$ cat src/rtl/mem_req_bridge_if.sv
// Bus bundles for mem_req_bridge.
//   mem_req_bridge_req_if : level-held request side (test state machine <-> bridge)
//   mem_req_bridge_avm_if : single-beat Avalon-MM side (bridge <-> DDR3 controller)
// In both bundles the master modport is the side that starts a transaction.

interface mem_req_bridge_req_if #(
    parameter int ADDR_WIDTH = 64,
    parameter int WORD_WIDTH = 64
);
    logic                  req_read;
    logic                  req_write;
    logic [ADDR_WIDTH-1:0] req_address;
    logic [WORD_WIDTH-1:0] req_wdata;
    logic                  confirm;
    logic [WORD_WIDTH-1:0] rd_data;

    modport master (
        output req_read, req_write, req_address, req_wdata,
        input  confirm, rd_data
    );

    modport slave (
        input  req_read, req_write, req_address, req_wdata,
        output confirm, rd_data
    );
endinterface

interface mem_req_bridge_avm_if #(
    parameter int AVM_ADDR_WIDTH = 26,
    parameter int WORD_WIDTH     = 64
);
    logic [AVM_ADDR_WIDTH-1:0] avm_address;
    logic                      avm_read;
    logic                      avm_write;
    logic [WORD_WIDTH-1:0]     avm_writedata;
    logic [WORD_WIDTH/8-1:0]   avm_byteenable;
    logic                      avm_burstcount;
    logic                      avm_waitrequest;
    logic [WORD_WIDTH-1:0]     avm_readdata;
    logic                      avm_readdatavalid;

    modport master (
        output avm_address, avm_read, avm_write, avm_writedata,
               avm_byteenable, avm_burstcount,
        input  avm_waitrequest, avm_readdata, avm_readdatavalid
    );

    modport slave (
        input  avm_address, avm_read, avm_write, avm_writedata,
               avm_byteenable, avm_burstcount,
        output avm_waitrequest, avm_readdata, avm_readdatavalid
    );
endinterface

$ cat src/rtl/mem_req_bridge.sv
// mem_req_bridge: turns level-held read/write requests from the hammer/test
// state machine into single-beat Avalon-MM transactions, returns a one-cycle
// confirm pulse with the read-back word, abandons reads that exceed
// TIMEOUT_CYCLES of waiting, and keeps sticky timeout/protocol error flags.
// Optional transaction statistics are built when MEM_REQ_BRIDGE_STATS_EN is
// defined; otherwise wr_count, rd_count and max_rd_latency are tied to 0.

module mem_req_bridge #(
    parameter int ADDR_WIDTH     = 64,
    parameter int WORD_WIDTH     = 64,
    parameter int AVM_ADDR_WIDTH = 26,
    parameter int TIMEOUT_CYCLES = 1024
) (
    input  logic                 clk,
    input  logic                 reset_n,
    mem_req_bridge_req_if.slave  req,
    mem_req_bridge_avm_if.master avm,
    output logic                 timeout_err,
    output logic                 proto_err,
    output logic [2:0]           bridge_state,
    output logic [31:0]          wr_count,
    output logic [31:0]          rd_count,
    output logic [15:0]          max_rd_latency
);

    typedef enum logic [2:0] {
        IDLE     = 3'd0,
        ISSUE_WR = 3'd1,
        ISSUE_RD = 3'd2,
        WAIT_RD  = 3'd3,
        DONE     = 3'd4
    } state_t;

    // Timer holds completed WAIT_RD cycles; elapsed includes the current one,
    // so it tops out at exactly TIMEOUT_CYCLES.
    localparam int                 TIMER_W     = $clog2(TIMEOUT_CYCLES + 1);
    localparam logic [TIMER_W-1:0] TIMEOUT_VAL = TIMER_W'(TIMEOUT_CYCLES);

    state_t                    state;
    state_t                    state_next;
    logic [TIMER_W-1:0]        timer;
    logic [TIMER_W-1:0]        elapsed;
    logic                      rd_arrived;
    logic                      rd_timeout;
    logic                      confirm_c;
    logic                      avm_read_c;
    logic                      avm_write_c;
    logic [AVM_ADDR_WIDTH-1:0] avm_addr_reg;
    logic [WORD_WIDTH-1:0]     avm_wdata_reg;
    logic [WORD_WIDTH-1:0]     rd_word;

    // Address bits above the Avalon word address are intentionally dropped.
    generate
        if (ADDR_WIDTH > AVM_ADDR_WIDTH) begin : g_addr_trunc
            logic unused_addr_hi;
            assign unused_addr_hi = ^req.req_address[ADDR_WIDTH-1:AVM_ADDR_WIDTH];
        end
    endgenerate

    assign elapsed    = timer + 1'b1;
    assign rd_arrived = (state == WAIT_RD) && avm.avm_readdatavalid;
    // Data arriving on the timeout cycle wins over the timeout.
    assign rd_timeout = (state == WAIT_RD) && !avm.avm_readdatavalid && (elapsed == TIMEOUT_VAL);

    // State register; reset abandons any transaction in flight.
    always_ff @(posedge clk or negedge reset_n) begin
        if (!reset_n) begin
            state <= IDLE;
        end else begin
            state <= state_next;
        end
    end

    // Next-state decode and per-state Avalon strobes / confirm pulse.
    always_comb begin
        state_next  = state;
        avm_read_c  = 1'b0;
        avm_write_c = 1'b0;
        confirm_c   = 1'b0;
        case (state)
            IDLE: begin
                if (req.req_write) begin
                    state_next = ISSUE_WR;
                end else if (req.req_read) begin
                    state_next = ISSUE_RD;
                end
            end
            ISSUE_WR: begin
                avm_write_c = 1'b1;
                if (!avm.avm_waitrequest) begin
                    state_next = DONE;
                end
            end
            ISSUE_RD: begin
                avm_read_c = 1'b1;
                if (!avm.avm_waitrequest) begin
                    state_next = WAIT_RD;
                end
            end
            WAIT_RD: begin
                if (avm.avm_readdatavalid || rd_timeout) begin
                    state_next = DONE;
                end
            end
            DONE: begin
                confirm_c  = 1'b1;
                state_next = IDLE;
            end
            default: begin
                state_next = IDLE;
            end
        endcase
    end

    // Read latency timer: cleared while the read is being issued, counts in WAIT_RD.
    always_ff @(posedge clk or negedge reset_n) begin
        if (!reset_n) begin
            timer <= '0;
        end else if (state == ISSUE_RD) begin
            timer <= '0;
        end else if (state == WAIT_RD) begin
            timer <= elapsed;
        end
    end

    // Request latching, read-data capture and sticky error flags.
    always_ff @(posedge clk or negedge reset_n) begin
        if (!reset_n) begin
            avm_addr_reg  <= '0;
            avm_wdata_reg <= '0;
            rd_word       <= '0;
            timeout_err   <= 1'b0;
            proto_err     <= 1'b0;
        end else begin
            if (state == IDLE) begin
                if (req.req_write) begin
                    avm_addr_reg  <= req.req_address[AVM_ADDR_WIDTH-1:0];
                    avm_wdata_reg <= req.req_wdata;
                    if (req.req_read) begin
                        proto_err <= 1'b1;
                    end
                end else if (req.req_read) begin
                    avm_addr_reg <= req.req_address[AVM_ADDR_WIDTH-1:0];
                end
            end
            if (rd_arrived) begin
                rd_word <= avm.avm_readdata;
            end
            if (rd_timeout) begin
                timeout_err <= 1'b1;
            end
        end
    end

`ifdef MEM_REQ_BRIDGE_STATS_EN
    logic        wr_done;
    logic        rd_done;
    logic [15:0] latency_now;

    function automatic logic [31:0] sat_inc32(input logic [31:0] v);
        return (v == 32'hFFFF_FFFF) ? v : v + 32'd1;
    endfunction

    function automatic logic [15:0] sat16(input logic [31:0] v);
        return (v > 32'h0000_FFFF) ? 16'hFFFF : v[15:0];
    endfunction

    // Counted on the transition into DONE so the value is current at confirm.
    assign wr_done     = (state == ISSUE_WR) && !avm.avm_waitrequest;
    assign rd_done     = rd_arrived || rd_timeout;
    assign latency_now = sat16(32'(elapsed));

    // Saturating transaction counters and worst observed read latency.
    always_ff @(posedge clk or negedge reset_n) begin
        if (!reset_n) begin
            wr_count       <= '0;
            rd_count       <= '0;
            max_rd_latency <= '0;
        end else begin
            if (wr_done) begin
                wr_count <= sat_inc32(wr_count);
            end
            if (rd_done) begin
                rd_count <= sat_inc32(rd_count);
            end
            if (rd_arrived && (latency_now > max_rd_latency)) begin
                max_rd_latency <= latency_now;
            end
        end
    end
`else
    assign wr_count       = '0;
    assign rd_count       = '0;
    assign max_rd_latency = '0;
`endif

    assign req.confirm         = confirm_c;
    assign req.rd_data         = rd_word;
    assign avm.avm_address     = avm_addr_reg;
    assign avm.avm_writedata   = avm_wdata_reg;
    assign avm.avm_read        = avm_read_c;
    assign avm.avm_write       = avm_write_c;
    assign avm.avm_byteenable  = '1;
    assign avm.avm_burstcount  = 1'b1;
    assign bridge_state        = state;

endmodule

$ cat src/flat_wrapper.sv
// flat-port wrapper written by rule: the top's interface ports become plain ports
module mem_req_bridge_flat 
#(
    parameter int ADDR_WIDTH     = 64,
    parameter int WORD_WIDTH     = 64,
    parameter int AVM_ADDR_WIDTH = 26,
    parameter int TIMEOUT_CYCLES = 1024
)
  (clk, reset_n, timeout_err, proto_err, bridge_state, wr_count, rd_count, max_rd_latency, req_req_read, req_req_write, req_req_address, req_req_wdata, req_confirm, req_rd_data, avm_avm_address, avm_avm_read, avm_avm_write, avm_avm_writedata, avm_avm_byteenable, avm_avm_burstcount, avm_avm_waitrequest, avm_avm_readdata, avm_avm_readdatavalid);
  mem_req_bridge_req_if #(.ADDR_WIDTH(ADDR_WIDTH), .WORD_WIDTH(WORD_WIDTH)) req_i ();
  mem_req_bridge_avm_if #(.AVM_ADDR_WIDTH(AVM_ADDR_WIDTH), .WORD_WIDTH(WORD_WIDTH)) avm_i ();
  input  logic clk;
  input  logic reset_n;
  output logic timeout_err;
  output logic proto_err;
  output logic [2:0] bridge_state;
  output logic [31:0] wr_count;
  output logic [31:0] rd_count;
  output logic [15:0] max_rd_latency;
  input wire logic [$bits(req_i.req_read)-1:0] req_req_read;
  input wire logic [$bits(req_i.req_write)-1:0] req_req_write;
  input wire logic [$bits(req_i.req_address)-1:0] req_req_address;
  input wire logic [$bits(req_i.req_wdata)-1:0] req_req_wdata;
  output wire logic [$bits(req_i.confirm)-1:0] req_confirm;
  output wire logic [$bits(req_i.rd_data)-1:0] req_rd_data;
  output wire logic [$bits(avm_i.avm_address)-1:0] avm_avm_address;
  output wire logic [$bits(avm_i.avm_read)-1:0] avm_avm_read;
  output wire logic [$bits(avm_i.avm_write)-1:0] avm_avm_write;
  output wire logic [$bits(avm_i.avm_writedata)-1:0] avm_avm_writedata;
  output wire logic [$bits(avm_i.avm_byteenable)-1:0] avm_avm_byteenable;
  output wire logic [$bits(avm_i.avm_burstcount)-1:0] avm_avm_burstcount;
  input wire logic [$bits(avm_i.avm_waitrequest)-1:0] avm_avm_waitrequest;
  input wire logic [$bits(avm_i.avm_readdata)-1:0] avm_avm_readdata;
  input wire logic [$bits(avm_i.avm_readdatavalid)-1:0] avm_avm_readdatavalid;
  assign req_i.req_read = req_req_read;
  assign req_i.req_write = req_req_write;
  assign req_i.req_address = req_req_address;
  assign req_i.req_wdata = req_req_wdata;
  assign req_confirm = req_i.confirm;
  assign req_rd_data = req_i.rd_data;
  assign avm_avm_address = avm_i.avm_address;
  assign avm_avm_read = avm_i.avm_read;
  assign avm_avm_write = avm_i.avm_write;
  assign avm_avm_writedata = avm_i.avm_writedata;
  assign avm_avm_byteenable = avm_i.avm_byteenable;
  assign avm_avm_burstcount = avm_i.avm_burstcount;
  assign avm_i.avm_waitrequest = avm_avm_waitrequest;
  assign avm_i.avm_readdata = avm_avm_readdata;
  assign avm_i.avm_readdatavalid = avm_avm_readdatavalid;
  mem_req_bridge #(.ADDR_WIDTH(ADDR_WIDTH), .WORD_WIDTH(WORD_WIDTH), .AVM_ADDR_WIDTH(AVM_ADDR_WIDTH), .TIMEOUT_CYCLES(TIMEOUT_CYCLES)) u_core (.clk(clk), .reset_n(reset_n), .req(req_i), .avm(avm_i), .timeout_err(timeout_err), .proto_err(proto_err), .bridge_state(bridge_state), .wr_count(wr_count), .rd_count(rd_count), .max_rd_latency(max_rd_latency));
endmodule
$ cat config.mk
export PLATFORM = sky130hd
export DESIGN_NAME = mem_req_bridge_flat
export DESIGN_NICKNAME = d
export VERILOG_FILES = /design/src/rtl/mem_req_bridge_if.sv /design/src/rtl/mem_req_bridge.sv /design/src/flat_wrapper.sv
export SDC_FILE = /design/constraint.sdc
export NUM_CORES = 1
export LEC_CHECK = 0
export CORE_AREA = 3 3 176 178
export DETAILED_ROUTE_END_ITERATION = 8
export DIE_AREA = 0 0 179 181
export PLACE_DENSITY = 0.63
export RECOVER_POWER = 100
export SLEW_MARGIN = 10
export SYNTH_ARGS = -nofsm -noshare
export SYNTH_HDL_FRONTEND = slang
export SYNTH_SLANG_ARGS = --single-unit
$ cat constraint.sdc
create_clock -name clk -period 2.7 [get_ports clk]
set_clock_uncertainty 0.15 [all_clocks]
set_input_delay 0.54 -clock clk [delete_from_list [all_inputs] [get_ports clk]]
set_output_delay 0.54 -clock clk [all_outputs]
set_load 0.03 [all_outputs]
==> results.py, run 1 <==
metrics = {
    "status": {
        "outcome": "finished with violations",
        "violations": "capacitance limit, slew limit",
    },
    "sta": {
        "tns_ps": 0,
        "finalMaxSlewViolations": 59,
        "finalSetupViolations": 0,
        "final.min_clock_period_ps": 2583,
        "rsz0062_at_grt": "no",
        "fin_crit_sh": 0.9566,
        "slew_headroom": -0.1010,
        "fmax_mhz": 387.2,
        "worst_pin_slew_ps": 1652,
        "hold_violations": 0,
    },
    "pwr": {
        "powerDensity_mw_per_mm2": 1245,
        "p_sw_mw": 5.836,
        "power.total_mw": 14.16,
        "swShare": 0.4122,
        "p_seq_frac": 0.306,
        "power_frac_clock": 0.181,
        "p_leak_nw": 4.897,
        "ir_drop_mv": 0.4879,
        "power_frac_comb": 0.513,
        "p_int_mw": 8.320,
    },
    "drt": {
        "drtAntennaViolNets": 0,
        "vias_per_cell": 4.023,
        "totalWireLength_um": 20030,
        "vias": 5158,
        "drt_pass1_iterations": 4,
        "routedWlPerCell_um": 15.62,
        "first_iter_violations": 212,
        "drc": 0,
    },
    "placement": {
        "dp.final_hpwl_um": 15260,
        "portBuffers": 321,
        "dp_cells": 1250,
        "placed_area_mm2": 0.01093,
        "globalplace.congestion": 0.7766,
    },
    "layout": {
        "drive_gt1_frac": 0.2265,
        "area_delta_synth_final_pct": 53.91,
        "insertedDiodeCount": 0,
        "nets": 1080,
        "finish.instance_area_mm2": 0.01137,
        "fin_cells": 1282,
    },
    "hold_path": {
        "worstHoldStart": "u_core.timeout_err$_DFFE_PN0P_",
        "min_path_type": "reg2reg",
        "hold_path_depth": 1,
        "worstHoldEndpoint": "u_core.timeout_err$_DFFE_PN0P_",
    },
    "floorplanning": {
        "fp-row-count": 63,
        "die_area_mm2": 0.03240,
        "pin_count": 449,
        "die_h_um": 181,
        "die_w_um": 179,
        "core_area_mm2": 0.02956,
        "start_util": 0.2498,
    },
    "critical_path": {
        "r2r-end": "u_core.req.rd_data[31]$_DFFE_PN0P_",
        "worstPathRequired_ps": 2860,
        "r2r_cells": 5,
        "cp-end-kind": "flip-flop",
        "cp-start-kind": "input port",
        "critPathArrivalTime_ps": 2740,
        "rrSetupSlack_ps": 230,
        "cp_max_fo": 6,
        "r2r_start": "u_core.bridge_state[0]$_DFFE_PN0P_",
        "crit_type": "in2reg",
    },
    "clock_tree": {
        "cts_tree": "yes",
        "clock_sinks": 170,
        "insertion_delay_ps": 420,
        "cts.path.max_buffers": 2,
        "path_clk_slew_ps": 70,
        "post_cts_buffers": 0,
        "root_buffer": "clkbuf_16",
        "cts_made_buffers": 17,
        "cts_max_level": 4,
    },
    "grt": {
        "grt_pass1_wl_um": 29930,
        "grt_pass1_vias": 5200,
        "antenna_found_initial": 0,
        "grt_max_degree": 60,
        "overflow": 0,
        "grt_usage": 0.1211,
    },
    "logic_synthesis": {
        "seq_area_frac_synth": 0.5761,
        "synthFlopType": "dfrtp_1",
        "synthDistinctLibCells": 41,
        "synthArstFlopShare": 1.000,
        "yosys_register_bits": 170,
        "syn_inst": 532,
        "yosys_warnings": 0,
        "syn_area_per_cell_um2": 13.88,
        "synth_edf_count": 0,
        "synth.cell_area_mm2": 0.007385,
    },
    "job": {
        "max-cap-violations": 1,
    },
}
## per-layer routing
metal	global-route usage	share of wire	routed length, um
met1	0.1405	0.39	7897
met2	0.2152	0.53	10550
met3	0.02774	0.061	1223
met5	0	0	0
met4	0.04551	0.018	354
## layout by cell type, fill, tap and decap left out, types with 2 or more instances in the layout
cell type,instances
a21oi_1,4
a31oi_1,2
and3_1,3
buf_12,3
buf_4,4
bufinv_16,3
clkbuf_1,12
clkbuf_16,17
clkbuf_2,9
clkdlybuf4s50_1,158
clkinvlp_4,4
conb_1,89
dfrtp_1,170
dlygate4sd2_1,2
dlygate4sd3_1,160
ha_1,2
inv_1,6
inv_6,4
mux2_1,4
mux2_2,150
nand2_1,14
nand3_1,4
nand4_1,4
nor2_1,14
nor3_1,3
nor4_1,3
o21ai_0,16
o22ai_1,2
o31ai_1,2
o41ai_1,2
or3_1,2
xnor2_1,2
xor2_1,2
## flip-flops by register name, indices dropped and copies added (netlist names)
signal,cells
u_core.timer,11
u_core.avm.avm_address,26
u_core.bridge_state,3
u_core.timeout_err,1
u_core.proto_err,1
u_core.req.rd_data,64
u_core.avm.avm_writedata,64
## worst max-delay path, cell delays in order
cell and delay (ps):
dlygate4sd3_1 610, inv_1 80, nor4_1 290, clkbuf_1 540, clkbuf_2 320, mux2_2 350
## worst max path at each step
stage | start | to | depth (start not counted)
final | req_req_write | u_core.avm.avm_writedata[59]$_DFFE_PN0P_ | 6
after global routing | u_core.bridge_state[0]$_DFFE_PN0P_ | u_core.req.rd_data[31]$_DFFE_PN0P_ | 5
after CTS | u_core.bridge_state[2]$_DFFE_PN0P_ | req_confirm | 3
after detailed placement | req_req_write | u_core.avm.avm_writedata[60]$_DFFE_PN0P_ | 6
after global placement | req_req_write | u_core.avm.avm_writedata[39]$_DFFE_PN0P_ | 6
after floorplan | u_core.bridge_state[1]$_DFFE_PN0P_ | avm_avm_read | 4
## synth_stat cells (2+ instances only)
cell     count  area (um2)
nor2_1      13       48.80
dfrtp_1    170        4254
a21oi_1      4       20.02
ha_1         2       25.02
o31ai_1      2       15.01
mux2_2     150        1689
nor4_4       2       42.54
and3_1       3       18.77
a31oi_1      2       12.51
xor2_1       2       17.52
conb_1       2       7.510
o22ai_1      2       12.51
buf_6        6       67.56
nand2_1     14       52.55
o21ai_0     16       80.08
nand3_1      4       20.02
inv_1        5       18.77
or3_1        2       12.51
nor3_1       3       15.01
buf_2       11       55.05
xnor2_1      2       17.52
mux2_1       4       45.04
o41ai_1      2       17.52
buf_4       89       668.1
nand4_1      4       25.02
## through the flow
stage / setup WS (ps) / util / hold WS (ps)
5_1_grt: 2.860 / 0.3845 / 332.2
4_1_cts: 22.55 / 0.3902 / 322.0
3_3_place_gp: 174.6 / 0.3697 / 293.8
2_1_floorplan: 513.7 / - / 94.41
6_report: 117.2 / 0.3845 / 307.5
3_5_place_dp: 150.0 / 0.3697 / 300.1
## logic make-up after synthesis
family          count (synthesis)  share of synthesized area
fa+ha+maj                       2                   0.003388
flops                         170                     0.5761
buf+inv                       113                     0.1106
compound gates                 35                    0.02982
other cells                     2                   0.001017
xor+xnor                        4                   0.004745
mux                           155                     0.2362
simple gates                   51                    0.03812
## area by class of cell
class                   instances  area, um2
repair buffers                349       3396
fillers                      2909      18190
clock inverters                13      168.9
flip-flops and latches        170       4254
well taps                     390      488.0
clock buffers                  18      429.2
inverters                       6      22.52
multi-input cells             336       2608
## timing repair
action / 4_1_cts / 5_1_grt
pin swaps: 0 / 0
resized for setup: 2 / 1
hold endpoints to repair: 53 / 0
endpoints found under the setup margin: 2 / 1
hold buffers: 1 / 0
## power by group through the flow
stage	registers (mW)	clock network, mW	logic [mW]
finish	4.33	2.56	7.27
global route	4.51	2.80	7.64
CTS	4.42	2.68	7.95
detailed placement	4.46	0	7.94
global placement	4.40	0	7.89
floorplan	6.81	0	2.17
Note: power is estimated with default switching activity, not from simulation.
==> inputs of run 2 (changes only) <==
--- a/config.mk
+++ b/config.mk
@@ -6,6 +6,7 @@
 export NUM_CORES = 1
 export LEC_CHECK = 0
 export CORE_AREA = 3 3 176 178
+export CTS_CLUSTER_SIZE = 8
 export DETAILED_ROUTE_END_ITERATION = 8
 export DIE_AREA = 0 0 179 181
 export PLACE_DENSITY = 0.63
==> results of run 2 <==
The final DEF is identical to that of run 1; final timing and power are the same.
==> inputs of run 3 (changes only) <==
--- a/config.mk
+++ b/config.mk
@@ -5,11 +5,13 @@
 export SDC_FILE = /design/constraint.sdc
 export NUM_CORES = 1
 export LEC_CHECK = 0
-export CORE_AREA = 3 3 176 178
+export CELL_PAD_IN_SITES_DETAIL_PLACEMENT = 0
+export CELL_PAD_IN_SITES_GLOBAL_PLACEMENT = 1
+export CORE_AREA = 3 3 172 174
 export CTS_CLUSTER_SIZE = 8
 export DETAILED_ROUTE_END_ITERATION = 8
-export DIE_AREA = 0 0 179 181
-export PLACE_DENSITY = 0.63
+export DIE_AREA = 0 0 175 177
+export PLACE_DENSITY = 0.82
 export RECOVER_POWER = 100
 export SLEW_MARGIN = 10
 export SYNTH_ARGS = -nofsm -noshare
==> results.py, run 3 (synthesis results as in run 1) <==
metrics = {
    "critical_path": {
        "critPathArrivalTime_ps": 1820,
        "r2r-end": "u_core.req.rd_data[53]$_DFFE_PN0P_",
        "rrSetupSlack_ps": 260,
        "cp-end-kind": "output pin",
        "cp-start-kind": "flip-flop",
        "cp_max_fo": 10,
        "r2r_cells": 6,
        "worstPathRequired_ps": 2010,
        "r2r_start": "u_core.bridge_state[2]$_DFFE_PN0P_",
        "crit_type": "reg2out",
    },
    "sta": {
        "finalMaxSlewViolations": 0,
        "final.min_clock_period_ps": 2507,
        "fin_crit_sh": 0.9284,
        "hold_violations": 0,
        "slew_headroom": 0.2027,
        "finalSetupViolations": 0,
        "tns_ps": 0,
        "worst_pin_slew_ps": 1196,
        "whs_ps": 301.3,
        "fmax_mhz": 398.9,
        "rsz0062_at_grt": "no",
    },
    "layout": {
        "drive_gt1_frac": 0.2281,
        "fin_cells": 1259,
        "insertedDiodeCount": 0,
        "layout_commonest_cell": "dfrtp_1",
        "nets": 1069,
        "mostFrequentLayoutCells": "169 x dfrtp_1, 161 x dlygate4sd3_1, 158 x clkdlybuf4s50_1",
        "area_delta_synth_final_pct": 52.98,
    },
    "drt": {
        "vias_per_cell": 4.062,
        "drtAntennaViolNets": 0,
        "first_iter_violations": 166,
        "totalWireLength_um": 20710,
        "drc": 0,
        "vias": 5114,
        "routedWlPerCell_um": 16.45,
        "drt_pass1_iterations": 4,
    },
    "floorplanning": {
        "start_util": 0.2644,
        "die_h_um": 177,
        "core_area_mm2": 0.02793,
        "die_w_um": 175,
        "die_area_mm2": 0.03098,
        "fp-row-count": 61,
        "pin_count": 449,
    },
    "pwr": {
        "power.total_mw": 14.08,
        "ir_drop_mv": 0.3803,
        "powerDensity_mw_per_mm2": 1246,
        "p_leak_nw": 4.857,
    },
    "placement": {
        "dp_cells": 1227,
        "portBuffers": 321,
        "dp.final_hpwl_um": 16180,
        "globalplace.congestion": 0.7492,
    },
    "grt": {
        "grt_usage": 0.1290,
        "antenna_found_initial": 0,
        "grt_max_degree": 58,
        "grt_pass1_wl_um": 30930,
        "grt_pass1_vias": 5209,
        "overflow": 0,
    },
    "clock_tree": {
        "insertion_delay_ps": 410,
        "cts_tree": "yes",
        "clock_sinks": 170,
        "cts_made_buffers": 17,
        "root_buffer": "clkbuf_16",
        "cts.path.max_buffers": 2,
        "cts_max_level": 4,
        "path_clk_slew_ps": 70,
        "post_cts_buffers": 0,
    },
    "hold_path": {
        "worstHoldStart": "u_core.proto_err$_DFFE_PN0P_",
        "min_path_type": "reg2reg",
        "hold_path_depth": 1,
        "worstHoldEndpoint": "u_core.proto_err$_DFFE_PN0P_",
    },
    "job": {
        "max-cap-violations": 0,
    },
    "status": {
        "outcome": "complete, no violations",
    },
}
run 3: metal layers:
metal,track usage,vias to the layer above,share of wire
li1,-,2352,-
met1,0.1422,2521,0.36
met2,0.2393,219,0.56
met3,0.03754,22,0.063
met4,0.03956,0,0.018
met5,0,-,0
run 3: layout make-up:
| cell class | count | area [um2] |
|---|---|---|
| repair buffers | 338 | 3339 |
| clock inverters | 14 | 158.9 |
| fillers | 2726 | 16640 |
| flip-flops and latches | 170 | 4255 |
| well taps | 378 | 473.0 |
| clock buffers | 17 | 425.4 |
| inverters | 6 | 22.52 |
| multi-input cells | 336 | 2623 |
run 3: worst max path at each step:
stage	startpoint	endpoint	slack, ps	depth (start not counted)
6_report	u_core.bridge_state[1]$_DFFE_PN0P_	avm_avm_write	190	2
5_1_grt	u_core.bridge_state[0]$_DFFE_PN0P_	avm_avm_write	90	3
4_1_cts	u_core.bridge_state[2]$_DFFE_PN0P_	req_confirm	40	3
3_5_place_dp	req_req_write	u_core.avm.avm_writedata[10]$_DFFE_PN0P_	150	6
3_3_place_gp	req_req_write	u_core.avm.avm_writedata[26]$_DFFE_PN0P_	180	6
2_1_floorplan	u_core.bridge_state[1]$_DFFE_PN0P_	avm_avm_read	510	4
run 3: critical path: stages (launching register included):
cell             delay [ps]
dfrtp_2                 500
nor3_1                  200
clkdlybuf4s50_1         700
run 3: report_power, final:
| group | internal [mW] | switching, mW | total (mW) | leakage (nW) |
|---|---|---|---|---|
| clock network | 1.31 | 1.12 | 2.43 | 0.278 |
| registers | 3.77 | 0.605 | 4.37 | 2.04 |
| logic | 3.08 | 4.19 | 7.27 | 2.54 |
| total | 8.16 | 5.92 | 14.1 | 4.86 |
run 3: per-stage QoR:
stage	utilization	instance area (um2)	setup slack, ps
after floorplan	-	7711	513.7
after global placement	0.3877	10830	177.0
after detailed placement	0.3877	10830	151.8
after CTS	0.4090	11420	38.83
after global routing	0.4044	11300	85.04
final	0.4044	11300	193.2
run 3: what timing repair did:
item,CTS,global route
pin swaps,0,0
hold endpoints to repair,41,0
setup endpoints to repair,1,1
hold buffers,1,0
gates resized for setup,2,1
